$ cat config.mk
export PLATFORM = sky130hd
export DESIGN_NAME = clip_sequencer
export DESIGN_NICKNAME = d
export VERILOG_FILES = /design/src/rtl/clip_sequencer.sv
export SDC_FILE = /design/constraint.sdc
export NUM_CORES = 1
export LEC_CHECK = 0
export CAP_MARGIN = 20
export CELL_PAD_IN_SITES_DETAIL_PLACEMENT = 1
export CELL_PAD_IN_SITES_GLOBAL_PLACEMENT = 1
export CORE_MARGIN = 2
export CORE_UTILIZATION = 36
export CTS_CLUSTER_DIAMETER = 50
export DETAILED_ROUTE_END_ITERATION = 7
export PLACE_DENSITY = 0.88
export SETUP_SLACK_MARGIN = 0.05
export SLEW_MARGIN = 20
export SYNTH_ARGS = -nofsm -noshare
export SYNTH_HDL_FRONTEND = slang
export SYNTH_SLANG_ARGS = --single-unit
export TNS_END_PERCENT = 10
$ cat constraint.sdc
create_clock -name CLOCK_50 -period 5.65 [get_ports CLOCK_50]
set_input_delay 1.13 -clock CLOCK_50 [delete_from_list [all_inputs] [get_ports CLOCK_50]]
set_output_delay 1.13 -clock CLOCK_50 [all_outputs]
set_load 0.005 [all_outputs]
$ cat src/rtl/clip_sequencer.sv
// -----------------------------------------------------------------------------
// clip_sequencer
//
// Plays audio clips out of a synchronous sample ROM. A runtime table holds
// NUM_CLIPS inclusive (start, end) address ranges. A play request selects a
// clip and a loop flag. The ROM address steps once every DIV clocks, and a
// step can be held off by output back-pressure (out_ready low).
//
// Ports
//   CLOCK_50      system clock
//   reset         asynchronous, active-high reset
//   clip_start    flattened start addresses, entry i at [i*ADDR_W +: ADDR_W]
//   clip_end      flattened inclusive end addresses, same packing
//   play_req      one-cycle play request (with play_id / play_loop)
//   play_id       clip to play
//   play_loop     loop the clip until stopped or replaced
//   stop          abort playback
//   out_ready     consumer can take a sample
//   rom_q         ROM data, one-cycle read latency from rom_addr
//   rom_addr      ROM address
//   sample_out    current sample (zero while idle)
//   audio_word    sample_out left-justified in 32 bits
//   sample_valid  one-cycle pulse per emitted sample
//   busy          high while playing
//   cur_id        id of the clip most recently started
//   done          one-cycle pulse when a non-looping clip completes
//   bad_req       one-cycle pulse when a request is rejected
//
// Optional build macro CLIP_QUEUE_EN
//   Defined: a valid request during playback goes into a one-deep pending
//   slot and starts when the current clip completes.
//   Undefined (default): a valid request during playback preempts at once.
// -----------------------------------------------------------------------------
module clip_sequencer #(
    parameter int unsigned ADDR_W    = 18,
    parameter int unsigned SAMPLE_W  = 6,
    parameter int unsigned NUM_CLIPS = 4,
    parameter int unsigned ID_W      = 2,
    parameter int unsigned DIV       = 1200
) (
    input  logic                        CLOCK_50,
    input  logic                        reset,
    input  logic [NUM_CLIPS*ADDR_W-1:0] clip_start,
    input  logic [NUM_CLIPS*ADDR_W-1:0] clip_end,
    input  logic                        play_req,
    input  logic [ID_W-1:0]             play_id,
    input  logic                        play_loop,
    input  logic                        stop,
    input  logic                        out_ready,
    input  logic [SAMPLE_W-1:0]         rom_q,
    output logic [ADDR_W-1:0]           rom_addr,
    output logic [SAMPLE_W-1:0]         sample_out,
    output logic [31:0]                 audio_word,
    output logic                        sample_valid,
    output logic                        busy,
    output logic [ID_W-1:0]             cur_id,
    output logic                        done,
    output logic                        bad_req
);

    localparam int unsigned DivW = $clog2(DIV);
    localparam logic [DivW-1:0] DivLast = DivW'(DIV - 1);

    typedef enum logic {
        StIdle,
        StPlay
    } state_e;

    state_e              state_q, state_d;
    logic [ADDR_W-1:0]   addr_q, addr_d;
    logic [SAMPLE_W-1:0] sample_q, sample_d;
    logic                valid_q, valid_d;
    logic [ID_W-1:0]     id_q, id_d;
    logic                done_q, done_d;
    logic                bad_q, bad_d;
    logic [DivW-1:0]     div_q, div_d;
    logic [ADDR_W-1:0]   start_q, start_d;
    logic [ADDR_W-1:0]   end_q, end_d;
    logic                loop_q, loop_d;

`ifdef CLIP_QUEUE_EN
    logic                pend_valid_q, pend_valid_d;
    logic [ID_W-1:0]     pend_id_q, pend_id_d;
    logic                pend_loop_q, pend_loop_d;
    logic [ADDR_W-1:0]   pend_start_q, pend_start_d;
    logic [ADDR_W-1:0]   pend_end_q, pend_end_d;
`endif

    // Table lookup for the requested clip; out-of-range ids select nothing.
    logic [ADDR_W-1:0] req_start, req_end;
    logic              id_ok;

    always_comb begin
        req_start = '0;
        req_end   = '0;
        id_ok     = 1'b0;
        for (int i = 0; i < int'(NUM_CLIPS); i++) begin
            if (play_id == ID_W'(i)) begin
                req_start = clip_start[i*ADDR_W +: ADDR_W];
                req_end   = clip_end[i*ADDR_W +: ADDR_W];
                id_ok     = 1'b1;
            end
        end
    end

    logic req_fire, req_ok, req_bad;
    logic tick, at_end;

    assign req_fire = play_req & ~stop;
    assign req_ok   = req_fire & id_ok & (req_start <= req_end);
    assign req_bad  = req_fire & ~(id_ok & (req_start <= req_end));
    assign tick     = (state_q == StPlay) && (div_q == DivLast) && out_ready;
    assign at_end   = (addr_q == end_q);

    // Clip (re)load source, applied after the state decode.
    logic              load_en;
    logic [ADDR_W-1:0] load_start, load_end;
    logic              load_loop;
    logic [ID_W-1:0]   load_id;

    always_comb begin
        state_d    = state_q;
        addr_d     = addr_q;
        sample_d   = sample_q;
        valid_d    = 1'b0;
        id_d       = id_q;
        done_d     = 1'b0;
        bad_d      = req_bad;
        div_d      = div_q;
        start_d    = start_q;
        end_d      = end_q;
        loop_d     = loop_q;
        load_en    = 1'b0;
        load_start = req_start;
        load_end   = req_end;
        load_loop  = play_loop;
        load_id    = play_id;
`ifdef CLIP_QUEUE_EN
        pend_valid_d = pend_valid_q;
        pend_id_d    = pend_id_q;
        pend_loop_d  = pend_loop_q;
        pend_start_d = pend_start_q;
        pend_end_d   = pend_end_q;
`endif

        unique case (state_q)
            StIdle: begin
                sample_d = '0;
                load_en  = req_ok;
            end

            StPlay: begin
                if (stop) begin
                    // Abort: no sample, no done, output silenced.
                    state_d  = StIdle;
                    sample_d = '0;
                    div_d    = '0;
`ifdef CLIP_QUEUE_EN
                    pend_valid_d = 1'b0;
`endif
                end else begin
                    // Divider saturates at DivLast while the consumer stalls.
                    if (div_q != DivLast) begin
                        div_d = div_q + 1'b1;
                    end
                    if (tick) begin
                        sample_d = rom_q;
                        valid_d  = 1'b1;
                        div_d    = '0;
                    end
`ifdef CLIP_QUEUE_EN
                    if (req_ok) begin
                        pend_valid_d = 1'b1;
                        pend_id_d    = play_id;
                        pend_loop_d  = play_loop;
                        pend_start_d = req_start;
                        pend_end_d   = req_end;
                    end
                    if (tick) begin
                        if (!at_end) begin
                            addr_d = addr_q + 1'b1;
                        end else if (loop_q) begin
                            addr_d = start_q;
                        end else begin
                            done_d = 1'b1;
                            // A request arriving on the completing edge is the
                            // newest one, so it beats the slot contents.
                            if (req_ok) begin
                                load_en      = 1'b1;
                                pend_valid_d = 1'b0;
                            end else if (pend_valid_q) begin
                                load_en      = 1'b1;
                                load_start   = pend_start_q;
                                load_end     = pend_end_q;
                                load_loop    = pend_loop_q;
                                load_id      = pend_id_q;
                                pend_valid_d = 1'b0;
                            end else begin
                                state_d = StIdle;
                            end
                        end
                    end
`else
                    if (req_ok) begin
                        // Preempt; the same-edge tick sample above still goes out.
                        load_en = 1'b1;
                    end else if (tick) begin
                        if (!at_end) begin
                            addr_d = addr_q + 1'b1;
                        end else if (loop_q) begin
                            addr_d = start_q;
                        end else begin
                            done_d  = 1'b1;
                            state_d = StIdle;
                        end
                    end
`endif
                end
            end

            default: state_d = StIdle;
        endcase

        if (load_en) begin
            state_d = StPlay;
            addr_d  = load_start;
            div_d   = '0;
            start_d = load_start;
            end_d   = load_end;
            loop_d  = load_loop;
            id_d    = load_id;
        end
    end

    always_ff @(posedge CLOCK_50 or posedge reset) begin
        if (reset) begin
            state_q  <= StIdle;
            addr_q   <= '0;
            sample_q <= '0;
            valid_q  <= 1'b0;
            id_q     <= '0;
            done_q   <= 1'b0;
            bad_q    <= 1'b0;
            div_q    <= '0;
            start_q  <= '0;
            end_q    <= '0;
            loop_q   <= 1'b0;
        end else begin
            state_q  <= state_d;
            addr_q   <= addr_d;
            sample_q <= sample_d;
            valid_q  <= valid_d;
            id_q     <= id_d;
            done_q   <= done_d;
            bad_q    <= bad_d;
            div_q    <= div_d;
            start_q  <= start_d;
            end_q    <= end_d;
            loop_q   <= loop_d;
        end
    end

`ifdef CLIP_QUEUE_EN
    always_ff @(posedge CLOCK_50 or posedge reset) begin
        if (reset) begin
            pend_valid_q <= 1'b0;
            pend_id_q    <= '0;
            pend_loop_q  <= 1'b0;
            pend_start_q <= '0;
            pend_end_q   <= '0;
        end else begin
            pend_valid_q <= pend_valid_d;
            pend_id_q    <= pend_id_d;
            pend_loop_q  <= pend_loop_d;
            pend_start_q <= pend_start_d;
            pend_end_q   <= pend_end_d;
        end
    end
`endif

    assign rom_addr     = addr_q;
    assign sample_out   = sample_q;
    assign audio_word   = {sample_q, {(32 - SAMPLE_W){1'b0}}};
    assign sample_valid = valid_q;
    assign busy         = (state_q == StPlay);
    assign cur_id       = id_q;
    assign done         = done_q;
    assign bad_req      = bad_q;

endmodule

# Word-level counts from Yosys, hierarchy flattened
# Cells that the tools add are included.
word_totals:
  word_cells: 86
  reg_bits: 78
  input_bits: 158
  output_inout_bits: 62
classes:
  n_lt_le_gt_ge: 1
  n_eq_ne: 10
  addsub: 2
  n_mux: 46
  bitwise_logic: 8
  reduce_logical: 8
op_table:
  columns: ["cell", "n"]
  rows:
  - ["18-bit two-way mux", 15]
  - ["11-bit two-way mux", 5]
  - ["1-bit two-way mux", 22]
  - ["18-bit by 1-bit adder with 18-bit output (second input constant)", 1]
  - ["18-bit equality test", 1]
  - ["18-bit <= comparator", 1]
  - ["6-bit two-way mux", 2]
  - ["6-bit one-hot mux with 2 select lines", 1]
  - ["11-bit by 1-bit adder with 11-bit output (second input constant)", 1]
  - ["11-bit equality test (second input constant)", 1]
  - ["11-bit inequality test (second input constant)", 1]
  - ["3-bit by 2-bit inequality test with 1-bit output (second input constant)", 2]
  - ["1-bit AND", 5]
  - ["5-bit AND reduction", 1]
  - ["2-bit equality test (second input constant)", 2]
  - ["2-bit by 1-bit inequality test with 1-bit output (second input constant)", 2]
  - ["2-bit nonzero test", 2]
  - ["4-bit nonzero test", 1]
  - ["1-bit inverter", 3]
  - ["2-bit by 1-bit equality test with 1-bit output (second input constant)", 1]
  - ["1-bit logical AND", 2]
  - ["2-bit zero test", 1]
  - ["1-bit one-hot mux with 2 select lines", 1]
  - ["2-bit AND reduction", 1]

# Longest topological paths before layout
depth:
  depth_word: 12
  mapped_depth: 14

# Worst setup path before layout
# OpenSTA, ideal clock, no wires.
synth_timing:
  path_type: "input port to flip-flop"
  start: "input port play_id[0]"
  end: "register end_q[10]"
  t_arrival_ps: 4123
  t_required_ps: 5523
  slack_ps: 1400
  cell_stages: 12
  cell_sequence: "buf_2 buf_2 mux4_2 ha_1 a21oi_1 o21ai_1 a2111o_1 a22oi_2 and3b_1 buf_4 buf_6 mux2_1"
synth_via:
  elab_chain_len: 10
  elab_cells_between_ends: 22
synth_rtl:
  columns: ["element", "line_no", "text"]
  rows:
  - ["start: declaration", "46", "input logic [ID_W-1:0] play_id,"]
  - ["2-bit zero test", "98", "if (play_id == ID_W'(i)) begin"]
  - ["18-bit two-way mux (3 in a row)", "98", null]
  - ["18-bit two-way mux (*)", "98", null]
  - ["named net load_start[5]", "117", "logic [ADDR_W-1:0] load_start, load_end;"]
  - ["18-bit <= comparator (*)", "110", "assign req_ok = req_fire & id_ok & (req_start <= req_end);"]
  - ["1-bit AND (*)", "110", null]
  - ["1-bit two-way mux", "204", "if (req_ok) begin"]
  - ["1-bit two-way mux", "153", "if (stop) begin"]
  - ["1-bit one-hot mux with 2 select lines (*)", "146", "unique case (state_q)"]
  - ["end signal: assignment", "258", "end_q <= end_d;"]
  - ["end: declaration", "78", "logic [ADDR_W-1:0] end_q, end_d;"]
# The timed path passes the listed nets; every way through them passes the cells marked *.
# A chain may end at the register's enable or synchronous reset.

# Worst setup path in the final report
layout_timing:
  start: "input port play_id[0]"
  end: "register end_q[14]"
layout_via:
  elab_chain_len: 10
  elab_cells_between_ends: 22
layout_rtl:
  columns: ["element", "line_no"]
  rows:
  - ["2-bit zero test", "98"]
  - ["18-bit two-way mux / 1-bit two-way mux (equally long branches) (4 in a row)", "98"]
  - ["18-bit <= comparator / 1-bit AND (equally long branches)", "110"]
  - ["1-bit AND", "110"]
  - ["1-bit two-way mux", "204"]
  - ["1-bit two-way mux", "153"]
  - ["1-bit one-hot mux with 2 select lines", "146"]
# Parallel ways exist; a longest one is shown, timed or not.

==> flow_summary.json <==
{
  "clkPwrFrac": 0.262,
  "wl_per_cell_um": 20.5,
  "path_class": "in2reg",
  "port_buffers": 193,
  "yosys.area_share.simple": 0.127,
  "cp_data_arrival_time_ns": 4.72,
  "clk_path_buf_depth": 2,
  "worstPathMaxFanout": 35,
  "overflow": 0,
  "synthCells": 549,
  "fin_skew_ns": 0.0108,
  "synth.mux.area_fraction": 0.212,
  "synth.largest_area_cell": "dfrtp_1",
  "swShare": 0.350,
  "cts_setup_buffers": 0,
  "synth_cell_types": 60,
  "vias": 5071,
  "io-pin-count": 220,
  "p_switching_mw": 0.808,
  "start_util": 0.369,
  "crit_required_ns": 5.86,
  "yosysTopAreaCellShare": 0.347,
  "vias_per_cell": 5.41,
  "hp-class": "reg2reg",
  "num-nets-final": 899,
  "drt_iter0_drc": 315,
  "ys_seq_elements": 78,
  "timing.final.crit_share": 0.797,
  "seqCellArea_um2": 1950,
  "p_int_mw": 1.50,
  "grt_pass1_wl_mm": 30.5,
  "end_kind": "register",
  "drv_slew": 0,
  "status": "finished clean",
  "dr.pass1.iters": 4,
  "clock-sinks": 78,
  "setup_ws_ns": 1.15,
  "wl_mm": 19.2,
  "yosysMostFrequentCell": "dfrtp_1",
  "worst_setup_path_start_kind": "primary input",
  "synthFlopType": "dfrtp_1",
  "p_comb_frac": 0.346,
  "postCtsHoldBufs": 0,
  "syn_avg_cell_area_um2": 10.3,
  "drc": 0,
  "cap_violations": 0,
  "fp.dieW_um": 129,
  "dp_hpwl_mm": 15.1,
  "tns_ns": 0,
  "synth_area_leaders": "dfrtp_1 35%, mux4_2 14%, ha_1 4.4%, buf_4 4.4%, nand2_1 3.7%",
  "synth-adder-area-share": 0.0444,
  "gp_congestion": 0.890,
  "synth_area_um2": 5630,
  "cts_tree": "built",
  "clk_latency_ns": 0.34,
  "pwr-share-seq": 0.393,
  "ys_seq_area_frac": 0.347,
  "syn_to_final_growth_pct": 39.8,
  "relSlewSlack": 0.369,
  "power.density_nw_per_um2": 293,
  "peakVddDrop_mv": 0.177,
  "track_usage": 0.239,
  "synth_edf_count": 0,
  "power.static_leakage_nw": 3.22,
  "max_freq_mhz": 222,
  "synth_common_cells": "78 x dfrtp_1, 55 x nand2_1, 44 x inv_1",
  "multi_input_area_um2": 3200,
  "antenna_found_initial": 1,
  "grt_start_max_net_pins": 48,
  "synth_xor_area_frac": 0.0404,
  "cts_root_buffer": "clkbuf_16",
  "ys_warn_count": 0,
  "cts_made_buffers": 9,
  "hold_viol_final": 0,
  "ctsResizeCount": 0,
  "fillers": 1675,
  "worst_pin_slew_ns": 0.947,
  "async_reset_ff_frac": 1.00,
  "htree_num_levels": 3,
  "die_h_um": 129,
  "core_um2": 15300,
  "postRouteAntennaNets": 0,
  "synth_compound_area_frac": 0.126,
  "drive_gt1_frac": 0.117,
  "period_minus_slack_ns": 4.50,
  "dp_slack_ns": 0.762,
  "synth_top_family_by_area": "multiplexers",
  "grt_pass1_vias": 5521,
  "die_area_um2": 16700,
  "setup_viol": 0,
  "row_count": 45,
  "grt_setup_unrepaired": "no",
  "clk_pin_slew_ns": 0.07
}
-- registers in the layout, indices dropped and copies added, names as in the netlist --
signal / count
div_q: 11
busy: 1
sample_out: 6
rom_addr: 18
cur_id: 2
loop_q: 1
end_q: 18
bad_req: 1
sample_valid: 1
start_q: 18
done: 1
-- worst paths after layout --
path | slack (ns) | from | end | cells after the start
setup / recovery | 1.15 | play_id[0] | end_q[14]$_DFFE_PP0P_ | 12
hold / removal | 0.52 | cur_id[0]$_DFFE_PP0P_ | cur_id[0]$_DFFE_PP0P_ | 1
setup reg to reg | 2.81 | div_q[1]$_DFFE_PP0P_ | rom_addr[0]$_DFFE_PP0P_ | 9
hold reg to reg | 0.52 | cur_id[0]$_DFFE_PP0P_ | cur_id[0]$_DFFE_PP0P_ | 1
max in group asynchronous | 3.37 | reset | end_q[13]$_DFFE_PP0P_ | 3
min in group asynchronous | 1.21 | reset | div_q[2]$_DFFE_PP0P_ | 2
-- critical path, stage by stage --
cell and delay, ns:
buf_2 0.29, buf_12 0.28, mux4_2 0.55, inv_1 0.09, ha_1 0.25, nand4_1 0.16, a211oi_1 0.08, a2111o_1 0.41
a22oi_2 0.20, and3b_2 0.61, buf_12 0.27, mux2_1 0.35
-- cells in the final DEF, fill, tap and decap left out, types with 7 or more instances in the layout --
| master | instances |
|---|---|
| a21oi_1 | 14 |
| conb_1 | 26 |
| nand4_1 | 12 |
| mux4_2 | 36 |
| mux2_2 | 16 |
| ha_1 | 20 |
| a311oi_1 | 7 |
| nand2_1 | 55 |
| mux2_1 | 8 |
| inv_1 | 43 |
| xor2_1 | 12 |
| o21ai_0 | 33 |
| nand3_1 | 14 |
| a22oi_1 | 9 |
| dfrtp_1 | 78 |
| clkdlybuf4s50_1 | 191 |
| clkbuf_16 | 9 |
| mux2i_1 | 11 |
| xnor2_1 | 14 |
| nor2_1 | 22 |
-- through the flow --
step	hold slack (ns)	util	cells	area, um^2	total power, mW
2_1_floorplan	0.475	-	574	5720	1.31
3_3_place_gp	0.492	0.496	921	7570	1.64
3_5_place_dp	0.502	0.496	921	7570	1.69
4_1_cts	0.517	0.516	937	7870	2.32
5_1_grt	0.534	0.516	938	7870	2.44
6_report	0.517	0.516	938	7870	2.31
-- power by group through the flow --
stage / combinational [mW] / clock, mW / sequential [mW]
floorplan: 0.482 / 0 / 0.832
global placement: 0.744 / 0 / 0.898
detailed placement: 0.784 / 0 / 0.910
CTS: 0.803 / 0.610 / 0.904
global route: 0.871 / 0.637 / 0.929
finish: 0.799 / 0.604 / 0.907
-- layout make-up --
| class | count | area share |
|---|---|---|
| antenna | 1 | 0.000318 |
| clock buffer | 9 | 0.0286 |
| clock inverter | 7 | 0.0102 |
| inverter | 45 | 0.0215 |
| multi-input combinational | 389 | 0.406 |
| sequential | 78 | 0.248 |
| tap | 211 | 0.0335 |
| timing repair buffer | 198 | 0.252 |
-- routing by layer --
layer,global-route usage,routed length [um],vias to the layer above
li1,-,-,2299
met1,0.285,7550,2538
met2,0.427,10000,195
met3,0.0483,1040,39
met4,0.0882,595,0
met5,0,0,-
-- cells by family after synthesis --
| logic type | after synthesis |
|---|---|
| AOI/OAI and AO/OA | 107 |
| xor gates and xnor gates | 26 |
| adders and majority gates | 20 |
| buffers and inverters | 107 |
| DFF | 78 |
| muxes | 71 |
| other | 1 |
| and+or+nand+nor | 139 |
Note: power is estimated with default switching activity, not from simulation.
